## src/rtl/mem_arbiter.sv

```systemverilog
// mem_arbiter
// Shares one single-ported memory (one read port, one write port) between the
// instruction-fetch requester and the load/store requester of the multicycle CPU.
// Each access runs IDLE -> WAIT (LATENCY cycles) -> DONE (one-cycle ack).
//
// Handshake: a requester raises req with addr/we/wdata and holds them until it
// sees its ack pulse. The arbiter latches the request when it grants, in IDLE,
// and ignores later input changes. The ack is high for exactly one cycle, in
// DONE. The requester drops req in the cycle after ack, or keeps it high to
// issue its next request.
//
// Ports:
//   clk, rst                        clock, asynchronous active-high reset
//   i_req, i_addr                   fetch request / byte address
//   i_rdata, i_ack                  fetched word / completion pulse
//   d_req, d_we, d_addr, d_wdata    data request (d_we=1 store, 0 load)
//   d_rdata, d_ack                  loaded word / completion pulse
//   mem_read_en/addr/data           memory read port (data is combinational)
//   mem_write_en/addr/data          memory write port (sampled at clk edge)
//   busy                            arbiter not idle
module mem_arbiter #(
   parameter int W            = 32,
   parameter int LATENCY      = 2,
   parameter int STARVE_LIMIT = 4
) (
   input  logic         clk,
   input  logic         rst,
   input  logic         i_req,
   input  logic [W-1:0] i_addr,
   output logic [W-1:0] i_rdata,
   output logic         i_ack,
   input  logic         d_req,
   input  logic         d_we,
   input  logic [W-1:0] d_addr,
   input  logic [W-1:0] d_wdata,
   output logic [W-1:0] d_rdata,
   output logic         d_ack,
   output logic         mem_read_en,
   output logic [W-1:0] mem_read_addr,
   input  logic [W-1:0] mem_read_data,
   output logic         mem_write_en,
   output logic [W-1:0] mem_write_addr,
   output logic [W-1:0] mem_write_data,
   output logic         busy
);

   if (LATENCY < 1 || LATENCY > 15) begin : g_bad_latency
      $fatal(1, "mem_arbiter: LATENCY must be in 1..15");
   end
   if (STARVE_LIMIT < 1 || STARVE_LIMIT > 15) begin : g_bad_starve
      $fatal(1, "mem_arbiter: STARVE_LIMIT must be in 1..15");
   end

   localparam logic [3:0] LAT_M1     = 4'(LATENCY - 1);
   localparam logic [3:0] STARVE_MAX = 4'(STARVE_LIMIT);

   typedef enum logic [1:0] {
      S_IDLE = 2'd0,
      S_WAIT = 2'd1,
      S_DONE = 2'd2
   } state_t;

   state_t       state_q, state_d;
   logic [3:0]   cnt_q, cnt_d;
   logic [3:0]   starve_q, starve_d;
   logic         gnt_data_q, gnt_data_d;   // 1 = data channel owns the access
   logic         we_q, we_d;
   logic [W-1:0] addr_q, addr_d;
   logic [W-1:0] wdata_q, wdata_d;
   logic [W-1:0] i_rdata_q, i_rdata_d;
   logic [W-1:0] d_rdata_q, d_rdata_d;
   logic         mem_read_en_q, mem_read_en_d;
   logic         mem_write_en_q, mem_write_en_d;
   logic         pick_data;

   always_comb begin
      state_d        = state_q;
      cnt_d          = cnt_q;
      starve_d       = starve_q;
      gnt_data_d     = gnt_data_q;
      we_d           = we_q;
      addr_d         = addr_q;
      wdata_d        = wdata_q;
      i_rdata_d      = i_rdata_q;
      d_rdata_d      = d_rdata_q;
      mem_read_en_d  = 1'b0;
      mem_write_en_d = 1'b0;
      // Data wins contention unless the fetch side has been passed over
      // STARVE_LIMIT times in a row.
      pick_data      = d_req && !(i_req && (starve_q == STARVE_MAX));

      case (state_q)
         S_IDLE: begin
            if (i_req || d_req) begin
               gnt_data_d = pick_data;
               we_d       = pick_data && d_we;
               addr_d     = pick_data ? d_addr : i_addr;
               wdata_d    = pick_data ? d_wdata : wdata_q;
               cnt_d      = LAT_M1;
               state_d    = S_WAIT;
               if (!pick_data) begin
                  starve_d = 4'd0;
               end else if (i_req && (starve_q < STARVE_MAX)) begin
                  starve_d = starve_q + 4'd1;
               end
               // Enables are registered: decide now what the first WAIT cycle drives.
               mem_read_en_d  = !(pick_data && d_we);
               mem_write_en_d = (pick_data && d_we) && (LAT_M1 == 4'd0);
            end
         end
         S_WAIT: begin
            if (cnt_q == 4'd0) begin
               state_d = S_DONE;
               if (!we_q) begin
                  if (gnt_data_q) begin
                     d_rdata_d = mem_read_data;
                  end else begin
                     i_rdata_d = mem_read_data;
                  end
               end
            end else begin
               cnt_d          = cnt_q - 4'd1;
               mem_read_en_d  = !we_q;
               // Write enable lands only on the last WAIT cycle: a single write edge.
               mem_write_en_d = we_q && (cnt_q == 4'd1);
            end
         end
         S_DONE: begin
            state_d = S_IDLE;
         end
         default: begin
            state_d = S_IDLE;
         end
      endcase
   end

   always_ff @(posedge clk or posedge rst) begin
      if (rst) begin
         state_q        <= S_IDLE;
         cnt_q          <= 4'd0;
         starve_q       <= 4'd0;
         gnt_data_q     <= 1'b0;
         we_q           <= 1'b0;
         addr_q         <= '0;
         wdata_q        <= '0;
         i_rdata_q      <= '0;
         d_rdata_q      <= '0;
         mem_read_en_q  <= 1'b0;
         mem_write_en_q <= 1'b0;
      end else begin
         state_q        <= state_d;
         cnt_q          <= cnt_d;
         starve_q       <= starve_d;
         gnt_data_q     <= gnt_data_d;
         we_q           <= we_d;
         addr_q         <= addr_d;
         wdata_q        <= wdata_d;
         i_rdata_q      <= i_rdata_d;
         d_rdata_q      <= d_rdata_d;
         mem_read_en_q  <= mem_read_en_d;
         mem_write_en_q <= mem_write_en_d;
      end
   end

   assign i_rdata        = i_rdata_q;
   assign d_rdata        = d_rdata_q;
   assign i_ack          = (state_q == S_DONE) && !gnt_data_q;
   assign d_ack          = (state_q == S_DONE) && gnt_data_q;
   assign mem_read_en    = mem_read_en_q;
   assign mem_read_addr  = addr_q;
   assign mem_write_en   = mem_write_en_q;
   assign mem_write_addr = addr_q;
   assign mem_write_data = wdata_q;
   assign busy           = (state_q != S_IDLE);

endmodule

```

## config.mk

```make
export PLATFORM = sky130hd
export DESIGN_NAME = mem_arbiter
export DESIGN_NICKNAME = d
export VERILOG_FILES = /design/src/rtl/mem_arbiter.sv
export SDC_FILE = /design/constraint.sdc
export NUM_CORES = 1
export LEC_CHECK = 0
export ABC_AREA = 1
export CORE_MARGIN = 2
export CORE_UTILIZATION = 42
export CTS_CLUSTER_DIAMETER = 120
export DETAILED_ROUTE_END_ITERATION = 6
export PLACE_DENSITY = 0.92
export SYNTH_ARGS = -nofsm -noshare
export SYNTH_HDL_FRONTEND = slang
export SYNTH_SLANG_ARGS = --single-unit
```

## constraint.sdc

```tcl
create_clock -name clk -period 4.75 [get_ports clk]
set_input_delay 0.475 -clock clk [delete_from_list [all_inputs] [get_ports clk]]
set_output_delay 0.475 -clock clk [all_outputs]
set_load 0.01 [all_outputs]
```

# Yosys cells after proc, flatten, opt, wreduce, memory -nomap -nowiden
# Cells that the tools add are included.
[totals] output_inout_bits=165 ff_bits=142 in_bits=133 elab_cells=61
[classes] n_bitwise=2 n_eq_ne=8 reduce_logical=23 n_addsub=2 order_cmp=1 mux=14
[op_table] cell="two-way mux 32 bit" n=1
[op_table] cell="two-way mux 4 bit" n=4
[op_table] cell="AND reduction 3 bit" n=3
[op_table] cell="case mux 4 bit (2 select lines)" n=1
[op_table] cell="AND reduction 4 bit" n=2
[op_table] cell="logical AND 1 bit" n=7
[op_table] cell="!= test 2 bit (second input constant)" n=3
[op_table] cell="adder 4 x 1 -> 4 bit (second input constant)" n=1
[op_table] cell="equality test 4 x 1 -> 1 bit (second input constant)" n=1
[op_table] cell="equality test 4 x 3 -> 1 bit (second input constant)" n=1
[op_table] cell="logical NOT 1 bit" n=4
[op_table] cell="logical NOT 4 bit" n=1
[op_table] cell="less-than comparator 4 x 3 -> 1 bit (second input constant)" n=1
[op_table] cell="two-way mux 1 bit" n=4
[op_table] cell="two-way mux 2 bit" n=2
[op_table] cell="case mux 2 bit (2 select lines)" n=1
[op_table] cell="AND reduction 2 bit" n=2
[op_table] cell="nonzero test 2 bit" n=2
[op_table] cell="subtractor 4 x 1 -> 4 bit (second input constant)" n=1
[op_table] cell="equality test 2 x 1 -> 1 bit (second input constant)" n=1
[op_table] cell="equality test 2 bit (second input constant)" n=1
[op_table] cell="logical NOT 2 bit" n=1
[op_table] cell="!= test 2 x 1 -> 1 bit (second input constant)" n=1
[op_table] cell="NOT 1 bit" n=2
[op_table] cell="2 further kinds" n=2

# Depth between registers and ports, before layout
# Gate-level depths: netlist (run 1).
[depth] ltp_word=8 mapped_depth=10 ltp_nobuf=9

# Worst setup path after synthesis (run 1)
# Ideal clock, no wire load.
[synth_path] path_type="input -> register" from="in d_req" to="reg addr_q[23] (netlist: mem_read_addr[23])" path_buffers=3 setup_time_ps=118 required_ps=4632 t_arrival_ps=1341 cell_stages=7 path_slack_ps=3291 cell_sequence="buf_2 o21ai_4 inv_2 buf_6 buf_6 nand3_1 nand2_1"
[synth_via] elab_chain_len=2 elab_cells_between_ends=4 cone_classes="1 x mux; 3 x reduce/logical"
[synth_rtl] element="start: declaration" line="32" rtl="input logic d_req,"
[synth_rtl] element="logical AND 1 bit / logical OR 1 bit (equally long branches)" line="90, 94"
[synth_rtl] element="two-way mux 32 bit / AND reduction 2 bit (equally long branches)"
[synth_rtl] element="end signal: assignment" line="156" rtl="addr_q <= addr_d;"
[synth_rtl] element="end: declaration" line="68" rtl="logic [W-1:0] addr_q, addr_d;"
# Parallel ways exist; a longest one is shown, timed or not.
# A chain may end at the register's enable or synchronous reset.

# Worst setup path in the final report (run 1)
[layout_path] from="reg starve_q[0]" to="reg wdata_q[9] (netlist: mem_write_data[9])"
[layout_via] elab_chain_len=5
[layout_rtl] element="start: declaration" line="65" rtl="logic [3:0] starve_q, starve_d;"
[layout_rtl] element="start signal: assignment" line="153" rtl="starve_q <= starve_d;"
[layout_rtl] element="equality test 4 x 3 -> 1 bit" line="90" rtl="pick_data = d_req && !(i_req && (starve_q == STARVE_MAX));"
[layout_rtl] element="logical AND 1 bit" line="90"
[layout_rtl] element="logical NOT 1 bit" line="90"
[layout_rtl] element="logical AND 1 bit" line="90"
[layout_rtl] element="AND reduction 3 bit (no source line)"
[layout_rtl] element="end signal: assignment" line="157" rtl="wdata_q <= wdata_d;"
[layout_rtl] element="end: declaration" line="69" rtl="logic [W-1:0] wdata_q, wdata_d;"
# No other way between the ends.

==> reports/metrics.csv, run 1 <==
metric;value;unit
fp.dieH;127;µm
initial_core_util;42.6;%
period_share;61.1;%
grt_usage;21.9;%
clk-insertion-delay-late;0.41;ns
setup_repair_after_global_routing_missed_its_margin;false;
leakage_power_figure;4.94;nW
vias_per_cell;4.79;
grt_max_degree;96;
postCtsHoldBufs;0;
dieArea;0.0162;mm²
maximum_fanout_encountered_on_the_critical_timing_path;34;
cts.repair_timing.setup_buffer_count;0;
cts_made_buffers;17;
netlist-cell-type-count;23;
diodes;0;
post_synth_main_area_contributors;sky130_fd_sc_hd__dfrtp_1 55%, sky130_fd_sc_hd__nand2_1 16%, sky130_fd_sc_hd__inv_1 6.6%;
hold_path_depth;2;
clock_pin_transition_on_the_worst_setup_and_hold_timing_paths;0.06;ns
routed_wirelength;17900;µm
setup_viol;0;
critPathArrivalTime;3.25;ns
status;finished, final reports clean;
max_clock_freq;344;MHz
dr.pass1.iters;5;
cap_viol_max_count;0;
synth.top_cell.area_share;55.5;%
synth-seq-cells;142;
postLayoutSetupSlackWorst;1.85;ns
die_x;127;µm
first_iter_violations;522;
number_of_antenna_violations_at_the_first_check_in_global_routing;0;
yosys.area.top_type;sky130_fd_sc_hd__dfrtp_1;
grt_pass1_vias;5633;
cts_resized;0;
post-route-drc-count;0;
drt-wirelength-per-cell;14.6;µm
cts.sinks;142;
dr_wl_met3;1410;µm
worst_setup_path_start_kind;flop;
hold_violations;0;
design.core.area;0.0150;mm²
setup_total_negative_slack;0;ns
io_buffer_count;297;
power.density;677;mW/mm²
fin_hold_ws;0.470;ns
ant_nets;0;
synth_fp_nets;910;
min_period;2.90;ns
gp_congestion;0.834;
met2RoutedLength;9030;µm
maxUsedRoutingLayer;met4;
critPathKind;reg -> reg;
area_growth;53.6;%
dp_hpwl;12400;µm
via_count;5867;
wirelength_met1;7070;µm
cts_root_buffer;sky130_fd_sc_hd__clkbuf_16;
grt_first_pass_wirelength;27900;µm
postSynthCellCount;773;
maxSlewViolCount;0;
syn_area;0.00640;mm²
fin_nets;1162;
cp-end-kind;flop;
irDropWorstVdd;367;µV
drive_above_1_share;4.53;%
post_layout_total_power;0.00665;W
fin_util;65.4;%
cts_tree;built;
detailedPlace.worstSlack;1.48;ns
hold_path.class;reg -> reg;
placementRows;45;
synth_seq_area_share;55.5;%
worst-r2r-cell-count;9;
final.setup_skew;0.00726;ns
tightest_slew_margin_relative_to_the_limit;42.9;%
synth.yosys.warnings;0;
design.portCount;298;
clock_tree.htree_level_count;4;
timing_worst_slew_pin_value;0.856;ns
average_footprint_of_a_synthesized_cell;8.28;µm²
ctsLongestPathBuffers;2;
grt_overflow_total;0;
crit_required;5.10;ns
## cell usage after synthesis, drive strengths merged
cell,number
a21oi,2
dfrtp,142
buf,59
nand3,69
o21ai,70
nor2,14
a21boi,1
nor3,2
nand4,3
inv,114
ha,4
nand2,285
clkbuf,8
## registers in the layout, summed over array words and instances (netlist names)
| signal | count |
|---|---|
| mem_read_addr | 32 |
| state_q | 2 |
| we_q | 1 |
| cnt_q | 4 |
| starve_q | 4 |
| d_rdata | 32 |
| i_rdata | 32 |
| mem_read_en | 1 |
| mem_write_en | 1 |
| mem_write_data | 32 |
| gnt_data_q | 1 |
## cell type report
cell class                      count  area (µm²)
Clock buffer                       18         429
Sequential cell                   142        3550
Fill cell                        1199        5200
Timing Repair Buffer              300        3000
Clock inverter                     14         216
Multi-Input combinational cell    450        1970
Tap cell                          188         235
Inverter                          114         433
## worst paths after layout
kind	from	to	slack [ns]
setup / recovery	starve_q[0]	mem_write_data[9]	1.85
hold / removal	mem_write_data[14]	mem_write_data[14]	0.47
setup reg to reg	starve_q[0]	mem_write_data[9]	1.85
hold reg to reg	mem_write_data[14]	mem_write_data[14]	0.47
max in group asynchronous	rst	mem_write_data[12]	2.94
min in group asynchronous	rst	i_rdata[5]	0.60
## cells in the final DEF, fill, tap and decap left out, types with 2 or more instances in the layout
cell type / netlist / layout
sky130_fd_sc_hd__clkinvlp_4: 0 / 4
sky130_fd_sc_hd__o21ai_1: 64 / 64
sky130_fd_sc_hd__dfrtp_1: 142 / 142
sky130_fd_sc_hd__clkinv_2: 0 / 2
sky130_fd_sc_hd__clkinv_4: 0 / 2
sky130_fd_sc_hd__bufinv_16: 0 / 5
sky130_fd_sc_hd__nand2_2: 3 / 3
sky130_fd_sc_hd__clkbuf_16: 0 / 17
sky130_fd_sc_hd__inv_1: 113 / 112
sky130_fd_sc_hd__nor2_1: 10 / 10
sky130_fd_sc_hd__nor2_4: 2 / 2
sky130_fd_sc_hd__nor3_1: 2 / 2
sky130_fd_sc_hd__buf_4: 35 / 3
sky130_fd_sc_hd__nand2_4: 2 / 2
sky130_fd_sc_hd__clkdlybuf4s50_1: 0 / 297
sky130_fd_sc_hd__ha_1: 4 / 4
sky130_fd_sc_hd__inv_6: 0 / 2
sky130_fd_sc_hd__o21ai_0: 5 / 5
sky130_fd_sc_hd__nand3_1: 69 / 69
sky130_fd_sc_hd__nand2_1: 280 / 280
sky130_fd_sc_hd__nand4_1: 3 / 3
sky130_fd_sc_hd__nor2_2: 2 / 2
## logic make-up after synthesis
family	synth area share, %
simple gates	24.0
compound gates	5.98
fa+ha+maj	0.782
flops	55.5
buf+inv	13.7
## critical path, stage by stage, from the launching register on
cell                      delay (ns)
sky130_fd_sc_hd__dfrtp_1        0.39
sky130_fd_sc_hd__inv_1          0.06
sky130_fd_sc_hd__ha_1           0.19
sky130_fd_sc_hd__nand2_1        0.07
sky130_fd_sc_hd__inv_1          0.06
sky130_fd_sc_hd__nand2_2        0.49
sky130_fd_sc_hd__nand2_2        0.59
sky130_fd_sc_hd__nor2_4         0.72
sky130_fd_sc_hd__nand2_1        0.14
sky130_fd_sc_hd__nand2_1        0.11
## metal layers
metal,GRT usage [%],up-vias
li1,-,2832
met1,27.2,2719
met2,37.3,289
met3,4.73,27
met4,8.47,0
met5,0,-
## per-stage QoR
| step | cells | area [µm²] |
|---|---|---|
| finish | 1226 | 9830 |
| global route | 1226 | 9830 |
| CTS | 1226 | 9830 |
| detailed placement | 1194 | 9190 |
| global placement | 1194 | 9190 |
| floorplan | 773 | 6400 |
## power breakdown
part / leakage [nW] / switching (W) / internal [W]
Sequential: 1.74 / 0.000396 / 0.00180
Clock: 0.303 / 0.000513 / 0.000932
Combinational: 2.90 / 0.00141 / 0.00160
Total: 4.94 / 0.00232 / 0.00433
(Power assumes the default switching activity.)
==> run 2: changes to the inputs <==
==> constraint.sdc (replaced) <==
create_clock -name clk -period 2.8 [get_ports clk]
set_input_delay 0.28 -clock clk [delete_from_list [all_inputs] [get_ports clk]]
set_output_delay 0.28 -clock clk [all_outputs]
set_load 0.01 [all_outputs]
==> reports/metrics.csv, run 2 (same netlist as run 1, synthesis figures left out) <==
metric;value;unit
status;finished, final reports clean;
first_iter_violations;394;
top_library_cells_by_usage_in_the_layout_fill_and_taps_aside;297 x sky130_fd_sc_hd__clkdlybuf4s50_1, 280 x sky130_fd_sc_hd__nand2_1, 142 x sky130_fd_sc_hd__dfrtp_1;
critPathArrivalTime;2.30;ns
cp-endpoint;gnt_data_q;
maxSlewViolCount;0;
grt_first_pass_wirelength;27900;µm
period_share;73.2;%
hold_path.class;in -> async;
max_clock_freq;488;MHz
final.setup_skew;0.00749;ns
dieArea;0.0162;mm²
grt_overflow_total;0;
number_of_antenna_violations_at_the_first_check_in_global_routing;0;
grt_max_degree;111;
path_delay_family;buffers and inverters;
worst-r2r-cell-count;6;
timing.critical_path.slowest_stage_cell;sky130_fd_sc_hd__clkdlybuf4s50_1;
irDropWorstVdd;558;µV
hold_violations;0;
fp.dieH;127;µm
setup_repair_after_global_routing_missed_its_margin;false;
critPathKind;in -> reg;
drive_above_1_share;4.99;%
initial_core_util;42.6;%
grt_usage;21.6;%
clock_pin_transition_on_the_worst_setup_and_hold_timing_paths;0.06;ns
post_layout_total_power;0.0113;W
vias_per_cell;4.78;
fin_hold_ws;0.366;ns
design.core.area;0.0150;mm²
cts.repair_timing.setup_buffer_count;0;
grt_pass1_vias;5566;
cp.buffers_inverters;2;
critical_path.max_stage_delay;0.72;ns
post-route-drc-count;0;
placementRows;45;
fin_util;65.8;%
cp-end-kind;flop;
cts_resized;0;
postCtsHoldBufs;0;
cts_made_buffers;17;
io_buffer_count;297;
r2r_end;mem_write_data[10];
worst_setup_startpoint;d_req;
clk-insertion-delay-late;0.41;ns
cts_tree;built;
dr.pass1.iters;7;
area_growth;54.5;%
cts.sinks;142;
worstPathCellList;clkdlybuf4s50_1 -> o21ai_4 -> inv_2 -> nand2_2 -> o21ai_0;
critical_path_cell_count;5;
leakage_power_figure;4.99;nW
tightest_slew_margin_relative_to_the_limit;51.3;%
clock_tree.htree_level_count;4;
worst_setup_path_start_kind;input port;
worst-r2r-setup-slack;0.90;ns
timing_worst_slew_pin_value;0.728;ns
maximum_fanout_encountered_on_the_critical_timing_path;33;
dp_hpwl;12600;µm
fin_nets;1166;
crit-reg2reg-launch;state_q[0];
gp_congestion;0.843;
layout_commonest_cell;sky130_fd_sc_hd__clkdlybuf4s50_1;
cap_viol_max_count;0;
drt-wirelength-per-cell;14.4;µm
cts_root_buffer;sky130_fd_sc_hd__clkbuf_16;
ant_nets;0;
power.density;1150;mW/mm²
design.portCount;298;
via_count;5876;
ctsLongestPathBuffers;2;
diodes;0;
die_x;127;µm
min_period;2.05;ns
routed_wirelength;17800;µm
crit_required;3.05;ns
setup_viol;0;
setup_total_negative_slack;0;ns
-- run 2: cell types whose count changed in the layout (fill, tap and decap cells not counted) --
cell | before | now
sky130_fd_sc_hd__buf_12 | 0 | 1
sky130_fd_sc_hd__buf_4 | 3 | 6
sky130_fd_sc_hd__clkbuf_1 | 1 | 0
sky130_fd_sc_hd__clkbuf_8 | 0 | 2
sky130_fd_sc_hd__clkinv_2 | 2 | 3
sky130_fd_sc_hd__clkinvlp_4 | 4 | 1
sky130_fd_sc_hd__inv_6 | 2 | 3
-- run 2: layout make-up --
class                           instances  area (µm²)
Sequential cell                       142        3550
Inverter                              114         432
Clock buffer                           19         453
Tap cell                              188         235
Multi-Input combinational cell        450        1970
Clock inverter                         13         209
Fill cell                            1183        5140
Timing Repair Buffer                  304        3040
-- run 2: how the worst min path moves through the flow --
stage                              end  depth (start not counted)          startpoint
CTS                 mem_write_data[14]                          3                 rst
floorplan            mem_write_data[0]                          2          d_wdata[0]
detailed placement  mem_write_data[18]                          2  mem_write_data[18]
finish                      d_rdata[2]                          3                 rst
global route        mem_write_data[18]                          3         d_wdata[18]
global placement     mem_write_data[4]                          2   mem_write_data[4]
-- run 2: stage by stage --
| step | instance area (µm²) | std cells | setup WS, ns |
|---|---|---|---|
| after floorplan | 6410 | 773 | 0.743 |
| after global placement | 9230 | 1198 | 0.432 |
| after CTS | 9890 | 1230 | 0.753 |
| final | 9890 | 1230 | 0.751 |
| after detailed placement | 9230 | 1198 | 0.288 |
| after global routing | 9890 | 1230 | 0.548 |
-- run 2: where the power goes --
part	switching, W	internal, W
clock	0.000870	0.00164
combinational	0.00238	0.00273
sequential	0.000666	0.00306
-- run 2: worst min-delay path, delay by kind of cell --
kind / cells / cell delay (ns)
buffers and inverters: 3 / 0.96
-- run 2: metal layers --
metal	share of wire [%]	GRT usage, %	wire, µm
met1	41	27.3	7310
met2	49	36.1	8750
met3	7.5	5.36	1330
met4	2.0	8.14	363
met5	0	0	0
==> run 3: changes to the inputs <==
==> constraint.sdc (replaced) <==
create_clock -name clk -period 2.1 [get_ports clk]
set_input_delay 0.21 -clock clk [delete_from_list [all_inputs] [get_ports clk]]
set_output_delay 0.21 -clock clk [all_outputs]
set_load 0.01 [all_outputs]
==> reports/metrics.csv, run 3 (same netlist as run 1, synthesis figures left out) <==
metric;value;unit
status;finished, final reports clean;
min_period;1.92;ns
post_layout_total_power;0.0148;W
crit-reg2reg-launch;cnt_q[0];
fp.dieH;127;µm
tightest_slew_margin_relative_to_the_limit;56.5;%
cts.repair_timing.setup_buffer_count;0;
cts_made_buffers;17;
design.portCount;298;
maxSlewViolCount;0;
gp_congestion;0.826;
clk-insertion-delay-late;0.41;ns
setup_total_negative_slack;0;ns
r2r_end;i_rdata[20];
fillers;1161;
setup_viol;0;
vias_per_cell;4.75;
number_of_antenna_violations_at_the_first_check_in_global_routing;0;
layout_commonest_cell;sky130_fd_sc_hd__clkdlybuf4s50_1;
cp-end-kind;output port;
initial_core_util;42.6;%
critPathKind;reg -> out;
hold_violations;0;
dp_hpwl;13000;µm
diodes;0;
cts.sinks;142;
ctsLongestPathBuffers;2;
clock_pin_transition_on_the_worst_setup_and_hold_timing_paths;0.06;ns
dr.pass1.iters;5;
postPlaceCellArea;0.00933;mm²
worst-r2r-cell-count;7;
via_count;5861;
path_delay_family;buffers and inverters;
ant_nets;0;
cts_root_buffer;sky130_fd_sc_hd__clkbuf_16;
area_growth;54.7;%
fin_nets;1171;
final.setup_skew;0.00816;ns
max_clock_freq;521;MHz
detailedPlace.worstSlack;0.261;ns
worst_setup_path_start_kind;flop;
placementRows;45;
cp.buffers_inverters;1;
post-route-drc-count;0;
power.density;1490;mW/mm²
drive_above_1_share;5.44;%
grt_overflow_total;0;
design.core.area;0.0150;mm²
leakage_power_figure;4.98;nW
timing_worst_slew_pin_value;0.652;ns
clock_tree.htree_level_count;4;
crit_required;1.89;ns
cts_resized;0;
grt_pass1_vias;5848;
irDropWorstVdd;742;µV
hold_path.class;in -> async;
layout.cell_area.non_filler;0.00991;mm²
cts_tree;built;
timing.critical_path.slowest_stage_cell;sky130_fd_sc_hd__clkdlybuf4s50_1;
setup_repair_after_global_routing_missed_its_margin;false;
grt_usage;22.5;%
die_x;127;µm
postCtsHoldBufs;0;
cap_viol_max_count;0;
grt_max_degree;65;
first_iter_violations;338;
worst-r2r-setup-slack;0.28;ns
io_buffer_count;297;
critical_path.max_stage_delay;0.62;ns
maximum_fanout_encountered_on_the_critical_timing_path;5;
critical_path_cell_count;2;
postLayoutSetupSlackWorst;0.180;ns
drt-wirelength-per-cell;14.6;µm
routed_wirelength;18100;µm
period_share;91.4;%
top_library_cells_by_usage_in_the_layout_fill_and_taps_aside;297 x sky130_fd_sc_hd__clkdlybuf4s50_1, 280 x sky130_fd_sc_hd__nand2_1, 142 x sky130_fd_sc_hd__dfrtp_1;
dieArea;0.0162;mm²
worstPathCellList;nor3_1 -> clkdlybuf4s50_1;
critPathArrivalTime;1.71;ns
worst_setup_startpoint;state_q[0];
grt_first_pass_wirelength;28800;µm
cp-endpoint;i_ack;
[run 3: layout make-up]
class | count | area (µm²) | share of cell area, %
Timing Repair Buffer | 309 | 3140 | 31.7
Tap cell | 188 | 235 | 2.37
Inverter | 114 | 432 | 4.36
Clock buffer | 17 | 425 | 4.29
Clock inverter | 15 | 150 | 1.52
Multi-Input combinational cell | 450 | 1970 | 19.9
Sequential cell | 142 | 3550 | 35.9
[run 3: power by group]
part           internal [W]  total (W)  switching [W]  leakage, nW
logic               0.00370    0.00689        0.00319         2.96
registers           0.00407    0.00498       0.000907         1.74
clock network       0.00167    0.00293        0.00126        0.276
[run 3: worst register-to-register path: cells and delay by family, from the launching register on]
family / cells / cell delay (ns)
and+or+nand+nor: 4 / 0.86
DFF: 1 / 0.40
adders and majority gates: 1 / 0.21
buffers and inverters: 1 / 0.12
AOI/OAI and AO/OA: 1 / 0.09
[run 3: per-stage QoR]
stage / instances / utilization, % / hold slack [ns]
2_1_floorplan: 773 / - / 0.327
3_3_place_gp: 1203 / 62.1 / 0.453
3_5_place_dp: 1203 / 62.1 / 0.457
4_1_cts: 1235 / 65.9 / 0.0459
5_1_grt: 1235 / 65.9 / 0.0496
6_report: 1235 / 65.9 / 0.0645
[run 3: worst min-delay path by stage]
stage                       startpoint  cells after the start                 end
finish                             rst                      2          d_rdata[7]
global route                       rst                      2          d_rdata[7]
CTS                                rst                      2          d_rdata[7]
detailed placement  mem_write_data[22]                      2  mem_write_data[22]
global placement     mem_write_data[3]                      2   mem_write_data[3]
floorplan                   d_wdata[0]                      2   mem_write_data[0]
[run 3: layer usage]
| layer | vias up | share of wire (%) | wire, µm | track usage, % |
|---|---|---|---|---|
| li1 | 2849 | - | - | - |
| met1 | 2746 | 40 | 7230 | 27.0 |
| met2 | 240 | 51 | 9250 | 39.1 |
| met3 | 26 | 6.9 | 1240 | 5.03 |
| met4 | 0 | 1.9 | 351 | 9.37 |
| met5 | - | 0 | 0 | 0 |
